[config.mk]
export PLATFORM = sky130hd
export DESIGN_NAME = dds_sweep_ctrl
export DESIGN_NICKNAME = d
export VERILOG_FILES = /design/src/rtl/dds_pkg.sv /design/src/rtl/dds_dwell_cnt.sv /design/src/rtl/dds_sweep_ctrl.sv
export SDC_FILE = /design/constraint.sdc
export NUM_CORES = 1
export LEC_CHECK = 0
export CELL_PAD_IN_SITES_DETAIL_PLACEMENT = 0
export CELL_PAD_IN_SITES_GLOBAL_PLACEMENT = 1
export CORE_MARGIN = 4
export CORE_UTILIZATION = 35
export CTS_BUF_LIST = sky130_fd_sc_hd__clkbuf_8
export DETAILED_ROUTE_END_ITERATION = 7
export PLACE_DENSITY = 0.64
export REMOVE_ABC_BUFFERS = 1
export SLEW_MARGIN = 20
export SYNTH_ARGS = -nofsm -noshare
export SYNTH_HDL_FRONTEND = slang
export SYNTH_HIERARCHICAL = 1
export SYNTH_SLANG_ARGS = --single-unit
[constraint.sdc]
create_clock -name clk -period 9.5 [get_ports clk]
set_input_delay 1.9 -clock clk [delete_from_list [all_inputs] [get_ports clk]]
set_output_delay 1.9 -clock clk [all_outputs]
set_load 0.03 [all_outputs]
[src/rtl/dds_pkg.sv]
// Shared definitions for the DDS sweep controller: word width, sweep modes, FSM states.
package dds_pkg;

  localparam int unsigned FW_W = 8;

  localparam logic [1:0] MODE_UP   = 2'b00;
  localparam logic [1:0] MODE_DOWN = 2'b01;
  localparam logic [1:0] MODE_TRI  = 2'b10;
  localparam logic [1:0] MODE_SAW  = 2'b11;

  typedef enum logic [1:0] {
    IDLE = 2'b00,
    RUN  = 2'b01,
    DONE = 2'b10
  } sweep_state_t;

endpackage

[src/rtl/dds_dwell_cnt.sv]
// Loadable dwell down-counter; expire is registered and high during the last cycle of a dwell.
module dds_dwell_cnt #(
  parameter int unsigned DWELL_W = 16
) (
  input  logic               clk,
  input  logic               rst_n,
  input  logic               load,
  input  logic [DWELL_W-1:0] load_val,
  output logic               expire
);

  logic [DWELL_W-1:0] cnt_q;

  // cnt_q holds the cycles remaining in the current dwell, including the present one
  always_ff @(posedge clk or negedge rst_n) begin
    if (!rst_n) begin
      cnt_q  <= '0;
      expire <= 1'b0;
    end else if (load) begin
      cnt_q  <= load_val;
      expire <= (load_val == DWELL_W'(1));
    end else if (cnt_q > DWELL_W'(1)) begin
      cnt_q  <= cnt_q - DWELL_W'(1);
      expire <= (cnt_q == DWELL_W'(2));
    end
  end

endmodule

[src/rtl/dds_sweep_ctrl.sv]
// Frequency-sweep sequencer: steps the DDS frequency word from f_start toward f_stop with a dwell per step.
module dds_sweep_ctrl #(
  parameter int unsigned FW_W    = dds_pkg::FW_W,
  parameter int unsigned DWELL_W = 16
) (
  input  logic               clk,
  input  logic               rst_n,
  input  logic               start,
  input  logic               stop,
  input  logic [1:0]         mode,
  input  logic [FW_W-1:0]    f_start,
  input  logic [FW_W-1:0]    f_stop,
  input  logic [FW_W-1:0]    f_step,
  input  logic [DWELL_W-1:0] dwell,
  input  logic [FW_W-1:0]    p_word_in,
  output logic [FW_W-1:0]    F_word,
  output logic [FW_W-1:0]    P_word,
  output logic               sin_en,
  output logic               busy,
  output logic               done
);

  import dds_pkg::*;

  sweep_state_t       state_q, state_d;
  logic [1:0]         mode_q;
  logic [FW_W-1:0]    fs_q, fe_q, s_q;
  logic [DWELL_W-1:0] d_q;
  logic               dir_q, dir_d;

  logic [FW_W-1:0]    f_d, p_d;
  logic               sin_en_d, busy_d, done_d;
  logic               start_acc, cnt_load, expire;
  logic [DWELL_W-1:0] cnt_val;

  logic [DWELL_W-1:0] dwell_eff;
  logic [FW_W-1:0]    step_eff;

  assign dwell_eff = (dwell == '0)  ? DWELL_W'(1) : dwell;
  assign step_eff  = (f_step == '0) ? FW_W'(1)    : f_step;

  // Add with carry; clamp to lim on overflow or on reaching/passing lim
  function automatic logic [FW_W-1:0] step_up(input logic [FW_W-1:0] a,
                                              input logic [FW_W-1:0] s,
                                              input logic [FW_W-1:0] lim);
    logic [FW_W:0] sum;
    sum = {1'b0, a} + {1'b0, s};
    if (sum[FW_W] || (sum[FW_W-1:0] >= lim)) return lim;
    return sum[FW_W-1:0];
  endfunction

  // Subtract with borrow; clamp to lim on borrow or on reaching/passing lim
  function automatic logic [FW_W-1:0] step_dn(input logic [FW_W-1:0] a,
                                              input logic [FW_W-1:0] s,
                                              input logic [FW_W-1:0] lim);
    logic [FW_W:0] diff;
    diff = {1'b0, a} - {1'b0, s};
    if (diff[FW_W] || (diff[FW_W-1:0] <= lim)) return lim;
    return diff[FW_W-1:0];
  endfunction

  dds_dwell_cnt #(.DWELL_W(DWELL_W)) u_dwell (
    .clk      (clk),
    .rst_n    (rst_n),
    .load     (cnt_load),
    .load_val (cnt_val),
    .expire   (expire)
  );

  always_ff @(posedge clk or negedge rst_n) begin
    if (!rst_n) begin
      state_q <= IDLE;
      dir_q   <= 1'b1;
      F_word  <= '0;
      P_word  <= '0;
      sin_en  <= 1'b0;
      busy    <= 1'b0;
      done    <= 1'b0;
    end else begin
      state_q <= state_d;
      dir_q   <= dir_d;
      F_word  <= f_d;
      P_word  <= p_d;
      sin_en  <= sin_en_d;
      busy    <= busy_d;
      done    <= done_d;
    end
  end

  // Sweep configuration is frozen for the whole run
  always_ff @(posedge clk or negedge rst_n) begin
    if (!rst_n) begin
      mode_q <= MODE_UP;
      fs_q   <= '0;
      fe_q   <= '0;
      s_q    <= '0;
      d_q    <= '0;
    end else if (start_acc) begin
      mode_q <= mode;
      fs_q   <= f_start;
      fe_q   <= f_stop;
      s_q    <= step_eff;
      d_q    <= dwell_eff;
    end
  end

  always_comb begin
    state_d   = state_q;
    dir_d     = dir_q;
    f_d       = F_word;
    p_d       = P_word;
    sin_en_d  = 1'b0;
    busy_d    = 1'b0;
    done_d    = 1'b0;
    start_acc = 1'b0;
    cnt_load  = 1'b0;
    cnt_val   = d_q;
    unique case (state_q)
      IDLE: begin
        if (start && !stop) begin
          start_acc = 1'b1;
          state_d   = RUN;
          dir_d     = 1'b1;
          f_d       = f_start;
          p_d       = p_word_in;
          sin_en_d  = 1'b1;
          busy_d    = 1'b1;
          cnt_load  = 1'b1;
          cnt_val   = dwell_eff;
        end
      end
      RUN: begin
        if (stop) begin
          state_d = IDLE;
        end else begin
          sin_en_d = 1'b1;
          busy_d   = 1'b1;
          if (expire) begin
            cnt_load = 1'b1;
            case (mode_q)
              MODE_UP: begin
                if (F_word >= fe_q) state_d = DONE;
                else f_d = step_up(F_word, s_q, fe_q);
              end
              MODE_DOWN: begin
                if (F_word <= fe_q) state_d = DONE;
                else f_d = step_dn(F_word, s_q, fe_q);
              end
              MODE_TRI: begin
                // Degenerate range holds f_start; otherwise turn around at each end
                if (fs_q >= fe_q) begin
                  f_d = fs_q;
                end else if (dir_q) begin
                  if (F_word >= fe_q) begin
                    dir_d = 1'b0;
                    f_d   = step_dn(F_word, s_q, fs_q);
                  end else begin
                    f_d = step_up(F_word, s_q, fe_q);
                  end
                end else begin
                  if (F_word <= fs_q) begin
                    dir_d = 1'b1;
                    f_d   = step_up(F_word, s_q, fe_q);
                  end else begin
                    f_d = step_dn(F_word, s_q, fs_q);
                  end
                end
              end
              default: begin
                if (F_word >= fe_q) f_d = fs_q;
                else f_d = step_up(F_word, s_q, fe_q);
              end
            endcase
            if (state_d == DONE) begin
              cnt_load = 1'b0;
              sin_en_d = 1'b0;
              busy_d   = 1'b0;
              done_d   = 1'b1;
            end
          end
        end
      end
      DONE: begin
        state_d = IDLE;
      end
      default: begin
        state_d = IDLE;
      end
    endcase
  end

endmodule

==> results of run 1 <==
==> cells by family (layout without fill, tap and decap cells) <==
logic type | Yosys count | after routing | share of synthesized area
AOI/OAI and AO/OA | 196 | 196 | 0.212
muxes | 20 | 20 | 0.0358
DFF | 80 | 80 | 0.324
buffers and inverters | 67 | 131 | 0.0455
and+or+nand+nor | 275 | 275 | 0.210
xor gates and xnor gates | 22 | 22 | 0.0311
adders and majority gates | 69 | 69 | 0.142
==> cell type report <==
class | count | area [um2] | area share
Tap cell | 225 | 282 | 0.0385
Sequential cell | 80 | 2000 | 0.274
Inverter | 39 | 146 | 0.0200
Clock inverter | 7 | 110 | 0.0150
Multi-Input combinational cell | 582 | 3910 | 0.534
Clock buffer | 9 | 124 | 0.0169
Timing Repair Buffer | 76 | 748 | 0.102
==> state kept, by name, indices dropped and copies added (netlist names) <==
register,count
d_q,16
u_dwell/cnt_q,16
F_word,8
P_word,8
fe_q,8
fs_q,8
s_q,8
mode_q,2
state_q,2
busy,1
dir_q,1
done,1
u_dwell/expire,1
==> power by group <==
group          total [W]  switching, W  internal [W]
Sequential      0.000486     0.0000792      0.000406
Clock           0.000304      0.000151      0.000153
Combinational    0.00105      0.000620      0.000432
Total            0.00184      0.000850      0.000991
==> worst max-delay path, stage by stage, from the launching register on <==
cell,delay [ns]
dfrtp_1,0.47
inv_1,0.17
ha_1,0.19
inv_1,0.06
fa_1,0.42
a21o_4,0.24
a41oi_4,0.25
nand2_1,0.10
xor2_1,0.40
ha_1,0.34
nand2_1,0.07
o21ai_0,0.08
o21a_1,0.15
o22ai_4,0.38
mux2_4,0.34
mux2_2,0.26
a211oi_1,0.31
o211ai_1,0.14
==> how the worst max path moves through the flow <==
| stage | startpoint | depth (start not counted) | endpoint | slack, ns |
|---|---|---|---|---|
| finish | F_word[0]$_DFFE_PN0P_ | 17 | F_word[4]$_DFFE_PN0P_ | 5.02 |
| global route | F_word[3]$_DFFE_PN0P_ | 15 | F_word[4]$_DFFE_PN0P_ | 4.81 |
| CTS | F_word[0]$_DFFE_PN0P_ | 17 | F_word[4]$_DFFE_PN0P_ | 5.04 |
| detailed placement | stop | 9 | u_dwell/cnt_q[13]$_DFFE_PN0P_ | 4.80 |
| global placement | stop | 9 | u_dwell/cnt_q[13]$_DFFE_PN0P_ | 4.80 |
| floorplan | stop | 6 | u_dwell/cnt_q[10]$_DFFE_PN0P_ | -0.17 |
==> cell usage in the layout (no fill, tap or decap), drive strengths merged, types with 13 or more instances in the layout <==
cell           instances
o211ai                13
nor4                  15
ha                    67
nand2                137
dfrtp                 79
inv                   41
nor3                  18
a21oi                 47
clkdlybuf4s50         71
o21ai                 54
xnor2                 16
nor2                  38
==> per-layer routing <==
metal	vias to the layer above	wire, um	part of all wire	track usage
li1	2740	-	-	-
met1	2682	9190	0.49	0.280
met2	155	8400	0.44	0.298
met3	19	948	0.050	0.0309
met4	0	358	0.019	0.0602
met5	-	0	0	0
==> stage by stage <==
step                      instance area, um2  instances
after floorplan                         6050        701
after global placement                  7090       1002
after detailed placement                7090       1002
after CTS                               7320       1018
after global routing                    7320       1018
final                                   7320       1018
==> Yosys cell counts (all sizes together), types with 6 or more instances <==
| cell type | number | area, um2 |
|---|---|---|
| mux2i | 9 | 90.1 |
| ha | 67 | 838 |
| a211oi | 9 | 67.6 |
| clkbuf | 19 | 71.3 |
| o211ai | 13 | 111 |
| o21ai | 54 | 270 |
| nand3 | 6 | 30.0 |
| or4 | 6 | 52.6 |
| nand2 | 137 | 514 |
| nor2b | 10 | 62.6 |
| nand4 | 9 | 56.3 |
| o21a | 6 | 45.0 |
| dfrtp | 79 | 1980 |
| xnor2 | 16 | 140 |
| mux2 | 11 | 131 |
| nand2b | 9 | 56.3 |
| a21o | 8 | 67.6 |
| a31oi | 10 | 62.6 |
| inv | 38 | 143 |
| nor4 | 15 | 93.8 |
| o22ai | 11 | 82.6 |
| o31ai | 8 | 60.1 |
| nor2 | 38 | 143 |
| nor3 | 18 | 90.1 |
| xor2 | 6 | 52.6 |
| buf | 9 | 63.8 |
| a21oi | 47 | 235 |
==> impl_metrics.yaml, run 1 <==
clocking:
  clk_latency_ns: 0.39
  hold_buffers: 0
  cts_buffers: 9
  clock_path_buffers: 2
  clock-sinks: 80
  cts.htree.levels: 3
  post_cts_buffers: 0
  clk_pin_slew_ns: 0.09
  cts-root-buf: "clkbuf_8"
  cts_tree: "yes"
  cts_resized: 0
synth:
  ys_async_sr_fraction: 1.00
  ys_warn_count: 6
  yosysUniqueCellTypes: 74
  seq_area_frac_synth: 0.324
  ys_ff_latch: 80
  postSynthAreaPerCell_um2: 8.49
  synth_edf_count: 0
  syn-instance-count: 729
  netlist_area_um2: 6190
  synth_ff_type: "dfrtp_1"
setup_path:
  r2r_end: "F_word[4]$_DFFE_PN0P_"
  worstSetupPathType: "flop to flop"
  r2r_start: "F_word[0]$_DFFE_PN0P_"
  r2r_slack_ns: 5.02
  arrival_ns: 4.74
  critPathRequiredTime_ns: 9.76
  critPathMaxFanout: 10
  critPathLaunchType: "flop"
  r2r_cells: 17
  worstSetupEndpointType: "flop"
placement:
  place_ws_ns: 4.80
  portBuffers: 72
  gp_congestion: 0.921
  place_hpwl_mm: 14.5
global_route:
  gr-total-overflow: 0
  grt.total_usage: 0.194
  grt_pass1_vias: 5649
  grt_pass1_wl_mm: 30.4
  grt_max_degree: 78
  antenna_found_initial: 0
power:
  p_leak_nw: 3.20
  design_power_total_w: 0.00184
  vdd_drop_max_v: 0.000101
  power_density_nw_per_um2: 252
sta:
  hold_slack_ns: 0.477
  slew_violations: 0
  period_share: 0.472
  clock_skew_ns: 0.00911
  rsz0062_at_grt: "false"
  max_slew.worst_pin.slew_ns: 1.02
  hold_viol_final: 0
  setup_viol: 0
  finalWorstSetupSlack_ns: 5.02
  finalCriticalPeriod_ns: 4.48
  setup_tns_ns: 0
  fmax_mhz: 223
  relSlewSlack: 0.317
run_status:
  outcome: "completed"
floorplanning:
  die_h_um: 141
  io_pins: 73
  die_area_um2: 19900
  core_um2: 17300
  fp.dieW_um: 141
  initial_core_util: 0.358
  rows: 48
job:
  maxCapViolCount: 0
finish:
  nNetsFinal: 911
  fillCellCount: 1711
  antennaDiodeCount: 0
  fin_util: 0.423
  drive_above_1_share: 0.0517
  area_growth_pct: 18.3
drt:
  drc: 0
  drt_iter0_markers: 347
  wl_per_cell_um: 18.6
  wl_mm: 18.9
  vias_per_cell: 5.50
  vias: 5596
  ant_nets: 0
  dr.pass1.iters: 5
min_path:
  hp-start: "d_q[2]$_DFFE_PN0P_"
  hold_path_depth: 2
  worstHoldEndpoint: "d_q[2]$_DFFE_PN0P_"
  hold_path.class: "flop to flop"
Note: power is estimated with default switching activity, not from simulation.
==> run 2: changes to the inputs <==
- clock period: 9.5 -> 4.3 ns (I/O delays scaled with it)
==> run 2 against run 1 <==
Effect of this change: non-clock buffer count rose by 13; die area unchanged; sequential share of layout area shrank 0.32 points; register-to-register slack got worse by 4.8 ns; critical path depth rose by 1; worst hold slack lost 0.00083 ns; flip-flop and latch count unchanged; critical endpoint is now F_word[5]$_DFFE_PN0P_; final area increased by 1.2%; global-route usage up 0.97 points.
==> impl_metrics.yaml, run 2 (same netlist as run 1, synthesis figures left out) <==
global_route:
  use_met1: 0.288
  grt_use_met2: 0.315
  top_usage_layer: "met2"
  grt_pass1_wl_mm: 32.1
  antenna_found_initial: 0
  grt.total_usage: 0.203
  grt_pass1_vias: 5857
  use_met3: 0.0441
  gr-total-overflow: 0
  grt_max_degree: 61
clocking:
  clk_pin_slew_ns: 0.09
  cts-root-buf: "clkbuf_8"
  cts_buffers: 9
  clock_path_buffers: 2
  cts.htree.levels: 3
  cts_tree: "yes"
  clk_latency_ns: 0.38
  clock-sinks: 80
power:
  p_comb_frac: 0.589
  p_sw_frac: 0.466
  p_sw_w: 0.00191
  pwr-share-seq: 0.259
  p_leak_nw: 3.25
  vdd_drop_max_v: 0.000204
  power_density_nw_per_um2: 552
  p_int_w: 0.00219
  clockPowerShare: 0.152
finish:
  antennaDiodeCount: 0
  fin_util: 0.428
  final_common_cell: "nand2_1"
  top_regs: "d_q x16, u_dwell/cnt_q x16"
  drive_above_1_share: 0.0720
  area_growth_pct: 19.8
  layout_common_cells: "nand2_1 (137), dfrtp_1 (78), clkdlybuf4s50_1 (71), ha_1 (67), o21ai_0 (49)"
  nNetsFinal: 924
sta:
  max_slew.worst_pin.slew_ns: 0.799
  finalCriticalPeriod_ns: 4.05
  clock_skew_ns: 0.0223
  setup_viol: 0
  fmax_mhz: 247
  period_share: 0.942
  relSlewSlack: 0.467
  rsz0062_at_grt: "false"
  hold_slack_ns: 0.476
  hold_viol_final: 0
  slew_violations: 0
setup_path:
  path_cells: "inv_1 > ha_1 > inv_1 > fa_1 > a21o_4 > a41oi_4 > nand2_1 > xor2_2 > ha_1 > nand4_1 > nand2b_1 > a21oi_2 > o22ai_4 > buf_4 > a21boi_1 > o211a_1 > nor4b_1 > o21ai_1"
  worstSetupPathType: "flop to flop"
  crit_family: "compound AO/OA/AOI/OAI gates"
  cpPeakStageDelay_ns: 0.43
  worstSetupEndpointType: "flop"
  arrival_ns: 4.31
  slowest_stage: "dfrtp_1"
  critPathRequiredTime_ns: 4.55
  worst-path-buf-inv: 3
  critPathLaunchType: "flop"
  critPathMaxFanout: 5
drt:
  drc: 0
  vias: 5775
  drt_iter0_markers: 351
  wl_per_cell_um: 19.2
  vias_per_cell: 5.60
  ant_nets: 0
  wl_mm: 19.8
  dr.pass1.iters: 5
floorplanning:
  rows: 48
  die_h_um: 141
  core_um2: 17300
  fp.dieW_um: 141
  initial_core_util: 0.358
  die_area_um2: 19900
  io_pins: 73
placement:
  gp_congestion: 0.932
  place_hpwl_mm: 15.5
  portBuffers: 72
min_path:
  hold_path.class: "flop to flop"
run_status:
  outcome: "completed"
job:
  maxCapViolCount: 0
[run 2: tightest hold or removal path, cell delays in order, from the launching register on]
cell     delay, ns
dfrtp_1       0.33
nand2_1       0.06
nand2_1       0.06
[run 2: cell type report]
type                       instances  area [um2]
clock buffer                       9         124
inverter                          39         146
fill                            1744        9890
multi-input combinational        582        3930
timing repair buffer              89         846
sequential                        80        2000
tap                              225         282
clock inverter                     7        83.8
[run 2: what timing repair did]
item,4_1_cts,5_1_grt
hold buffers,0,0
setup endpoints to repair,0,7
resized for setup,0,4
buffers inserted,0,3
[run 2: stage by stage]
stage | total power, W | TNS (ns) | area [um2] | std cells | setup slack (ns)
2_1_floorplan | 0.00267 | -215.10 | 6050 | 701 | -4.33
3_3_place_gp | 0.00335 | 0 | 7160 | 1012 | 0.330
3_5_place_dp | 0.00340 | 0 | 7160 | 1012 | 0.122
4_1_cts | 0.00404 | 0 | 7370 | 1028 | 0.0921
5_1_grt | 0.00440 | 0 | 7410 | 1031 | 0.00877
6_report | 0.00409 | 0 | 7410 | 1031 | 0.248
[run 2: path summary, 6_finish.rpt]
kind	from	endpoint	slack (ns)	depth (start not counted)
min in group asynchronous	rst_n	P_word[0]$_DFFE_PN0P_	0.54	1
hold reg to reg	d_q[5]$_DFFE_PN0P_	d_q[5]$_DFFE_PN0P_	0.48	2
setup / recovery	F_word[0]$_DFFE_PN0P_	F_word[5]$_DFFE_PN0P_	0.25	18
setup reg to reg	F_word[0]$_DFFE_PN0P_	F_word[5]$_DFFE_PN0P_	0.25	18
max in group asynchronous	rst_n	s_q[5]$_DFFE_PN0P_	2.95	2
hold / removal	d_q[5]$_DFFE_PN0P_	d_q[5]$_DFFE_PN0P_	0.48	2
[run 2: power groups by stage]
stage                     logic [W]  registers [W]  clock network, W
after floorplan             0.00158        0.00109                 0
final                       0.00241        0.00106          0.000620
after CTS                   0.00234        0.00106          0.000638
after global placement      0.00228        0.00107                 0
after detailed placement    0.00233        0.00107                 0
after global routing        0.00265        0.00108          0.000674
[run 2: routing by layer]
metal  up-vias  share of wire
li1       2774              -
met1      2774           0.48
met2       198           0.45
met3        29          0.061
met4         0          0.017
met5         -              0
==> run 3: changes to the inputs <==
--- a/config.mk
+++ b/config.mk
@@ -12,5 +12,5 @@
 export CTS_BUF_LIST = sky130_fd_sc_hd__clkbuf_8
 export DETAILED_ROUTE_END_ITERATION = 7
-export PLACE_DENSITY = 0.64
+export PLACE_DENSITY_LB_ADDON = 0.15
 export REMOVE_ABC_BUFFERS = 1
 export SLEW_MARGIN = 20
==> constraint.sdc (replaced) <==
create_clock -name clk -period 4.3 [get_ports clk]
set_input_delay 0.43 -clock clk [delete_from_list [all_inputs] [get_ports clk]]
set_output_delay 0.43 -clock clk [all_outputs]
set_load 0.03 [all_outputs]
==> run 3 against run 2 <==
Effect of this change: core utilization is 0.065 points higher; combinational power hardly changed; via count is 2.1% lower; first-iteration DRC count is 0.85% higher; largest cell class unchanged.
==> impl_metrics.yaml, run 3 (same netlist as run 1, synthesis figures left out) <==
run_status:
  outcome: "completed"
clocking:
  cts.htree.levels: 3
  clock-sinks: 80
  clk_pin_slew_ns: 0.11
  clk_latency_ns: 0.38
  cts_tree: "yes"
  clock_path_buffers: 2
  cts_buffers: 9
  cts-root-buf: "clkbuf_8"
  hold_buffers: 0
global_route:
  gr-total-overflow: 0
  grt_max_degree: 78
  grt.total_usage: 0.203
  grt_pass1_wl_mm: 31.9
  grt_pass1_vias: 5761
  antenna_found_initial: 0
floorplanning:
  fp.dieW_um: 141
  die_h_um: 141
  rows: 48
  die_area_um2: 19900
  core_um2: 17300
  io_pins: 73
  initial_core_util: 0.358
placement:
  portBuffers: 72
  place_hpwl_mm: 15.4
  dp.cells: 1013
  gp_congestion: 0.873
  place_ws_ns: 0.236
  dpl-instance-area_um2: 7170
finish:
  layout_common_cells: "nand2_1 (137), dfrtp_1 (79), clkdlybuf4s50_1 (71), ha_1 (67), o21ai_0 (49)"
  layout.cells.non_filler: 1030
  area_growth_pct: 20.0
  multi_input_area_um2: 3910
  fillCellCount: 1748
  top_regs: "d_q x16, u_dwell/cnt_q x16"
  drive_above_1_share: 0.0671
  antennaDiodeCount: 0
  final_common_cell: "nand2_1"
  seqCellArea_um2: 2000
  design_area_um2: 7420
  nNetsFinal: 923
sta:
  max_slew.worst_pin.slew_ns: 0.784
  setup_tns_ns: 0
  hold_slack_ns: 0.0681
  period_share: 0.950
  relSlewSlack: 0.472
  rsz0062_at_grt: "false"
  slew_violations: 0
  hold_viol_final: 0
  fmax_mhz: 245
  finalWorstSetupSlack_ns: 0.213
  setup_viol: 0
  finalCriticalPeriod_ns: 4.09
  clock_skew_ns: 0.0225
power:
  clockPowerShare: 0.167
  vdd_drop_max_v: 0.000209
  p_sw_w: 0.00190
  p_leak_nw: 3.27
  pwr-share-seq: 0.254
  power_density_nw_per_um2: 561
  p_int_w: 0.00227
  p_comb_frac: 0.578
  p_sw_frac: 0.456
job:
  maxCapViolCount: 0
setup_path:
  worstSetupPathType: "flop to flop"
  critPathRequiredTime_ns: 4.56
  arrival_ns: 4.34
  worstSetupEndpointType: "flop"
  critPathMaxFanout: 10
  critPathLaunchType: "flop"
drt:
  ant_nets: 0
  drc: 0
  wl_per_cell_um: 19.4
  dr.pass1.iters: 5
  wl_mm: 20.0
  vias: 5655
  drt_iter0_markers: 354
  vias_per_cell: 5.49
min_path:
  hold_path.class: "input port to asynchronous set/reset pin"
## run 3: changes by cell type in the layout (fill, tap and decap cells not counted), sizes merged
cell and delta:
buf -1, bufinv +1, clkbuf +2, inv -3
## run 3: critical path: stages, from the launching register on
cell	delay, ns
dfrtp_1	0.43
inv_1	0.12
ha_1	0.19
inv_1	0.06
fa_1	0.42
a21o_4	0.24
a41oi_4	0.25
nand2_1	0.09
xor2_1	0.18
ha_1	0.31
nand4_1	0.11
o21a_1	0.23
o22ai_4	0.35
mux2_4	0.34
mux2_2	0.26
a211oi_1	0.25
o211ai_1	0.11
## run 3: per-layer routing
layer  part of all wire  up-vias  routed length [um]  GRT usage
li1                   -     2769                   -          -
met1               0.45     2710                9000      0.263
met2               0.49      153                9710      0.349
met3              0.043       23                 862     0.0288
met4              0.021        0                 429     0.0668
met5                  0        -                   0          0
## run 3: final timing paths
path                                       start               endpoint  slack, ns  depth (start not counted)
max                        F_word[0]$_DFFE_PN0P_  F_word[4]$_DFFE_PN0P_       0.21                         16
min                                        rst_n  P_word[4]$_DFFE_PN0P_       0.07                          1
max reg2reg                F_word[0]$_DFFE_PN0P_  F_word[4]$_DFFE_PN0P_       0.21                         16
min reg2reg                   d_q[7]$_DFFE_PN0P_     d_q[7]$_DFFE_PN0P_       0.47                          2
max in group asynchronous                  rst_n      dir_q$_DFFE_PN1P_       3.24                          2
min in group clk              d_q[7]$_DFFE_PN0P_     d_q[7]$_DFFE_PN0P_       0.47                          2
## run 3: layout make-up
| cell class | instances | area share |
|---|---|---|
| Sequential cell | 80 | 0.270 |
| Clock inverter | 5 | 0.0118 |
| Multi-Input combinational cell | 582 | 0.527 |
| Timing Repair Buffer | 88 | 0.113 |
| Inverter | 39 | 0.0197 |
| Tap cell | 225 | 0.0379 |
| Clock buffer | 11 | 0.0204 |
## run 3: timing repair
| item | CTS | global route |
|---|---|---|
| setup buffers | 0 | 1 |
| setup endpoints to repair | 0 | 6 |
| hold endpoints to repair | 0 | 0 |
| resized for setup | 0 | 1 |
## run 3: power by group through the flow
| stage | combinational [W] | clock (W) | sequential, W |
|---|---|---|---|
| detailed placement | 0.00237 | 0 | 0.00107 |
| finish | 0.00241 | 0.000696 | 0.00106 |
| global route | 0.00266 | 0.000751 | 0.00108 |
| global placement | 0.00233 | 0 | 0.00107 |
| floorplan | 0.00158 | 0 | 0.00109 |
| CTS | 0.00238 | 0.000723 | 0.00106 |
## run 3: per-stage QoR
stage / power (W) / util
floorplan: 0.00267 / -
global placement: 0.00340 / 0.414
detailed placement: 0.00344 / 0.414
CTS: 0.00417 / 0.428
global route: 0.00449 / 0.429
finish: 0.00416 / 0.429
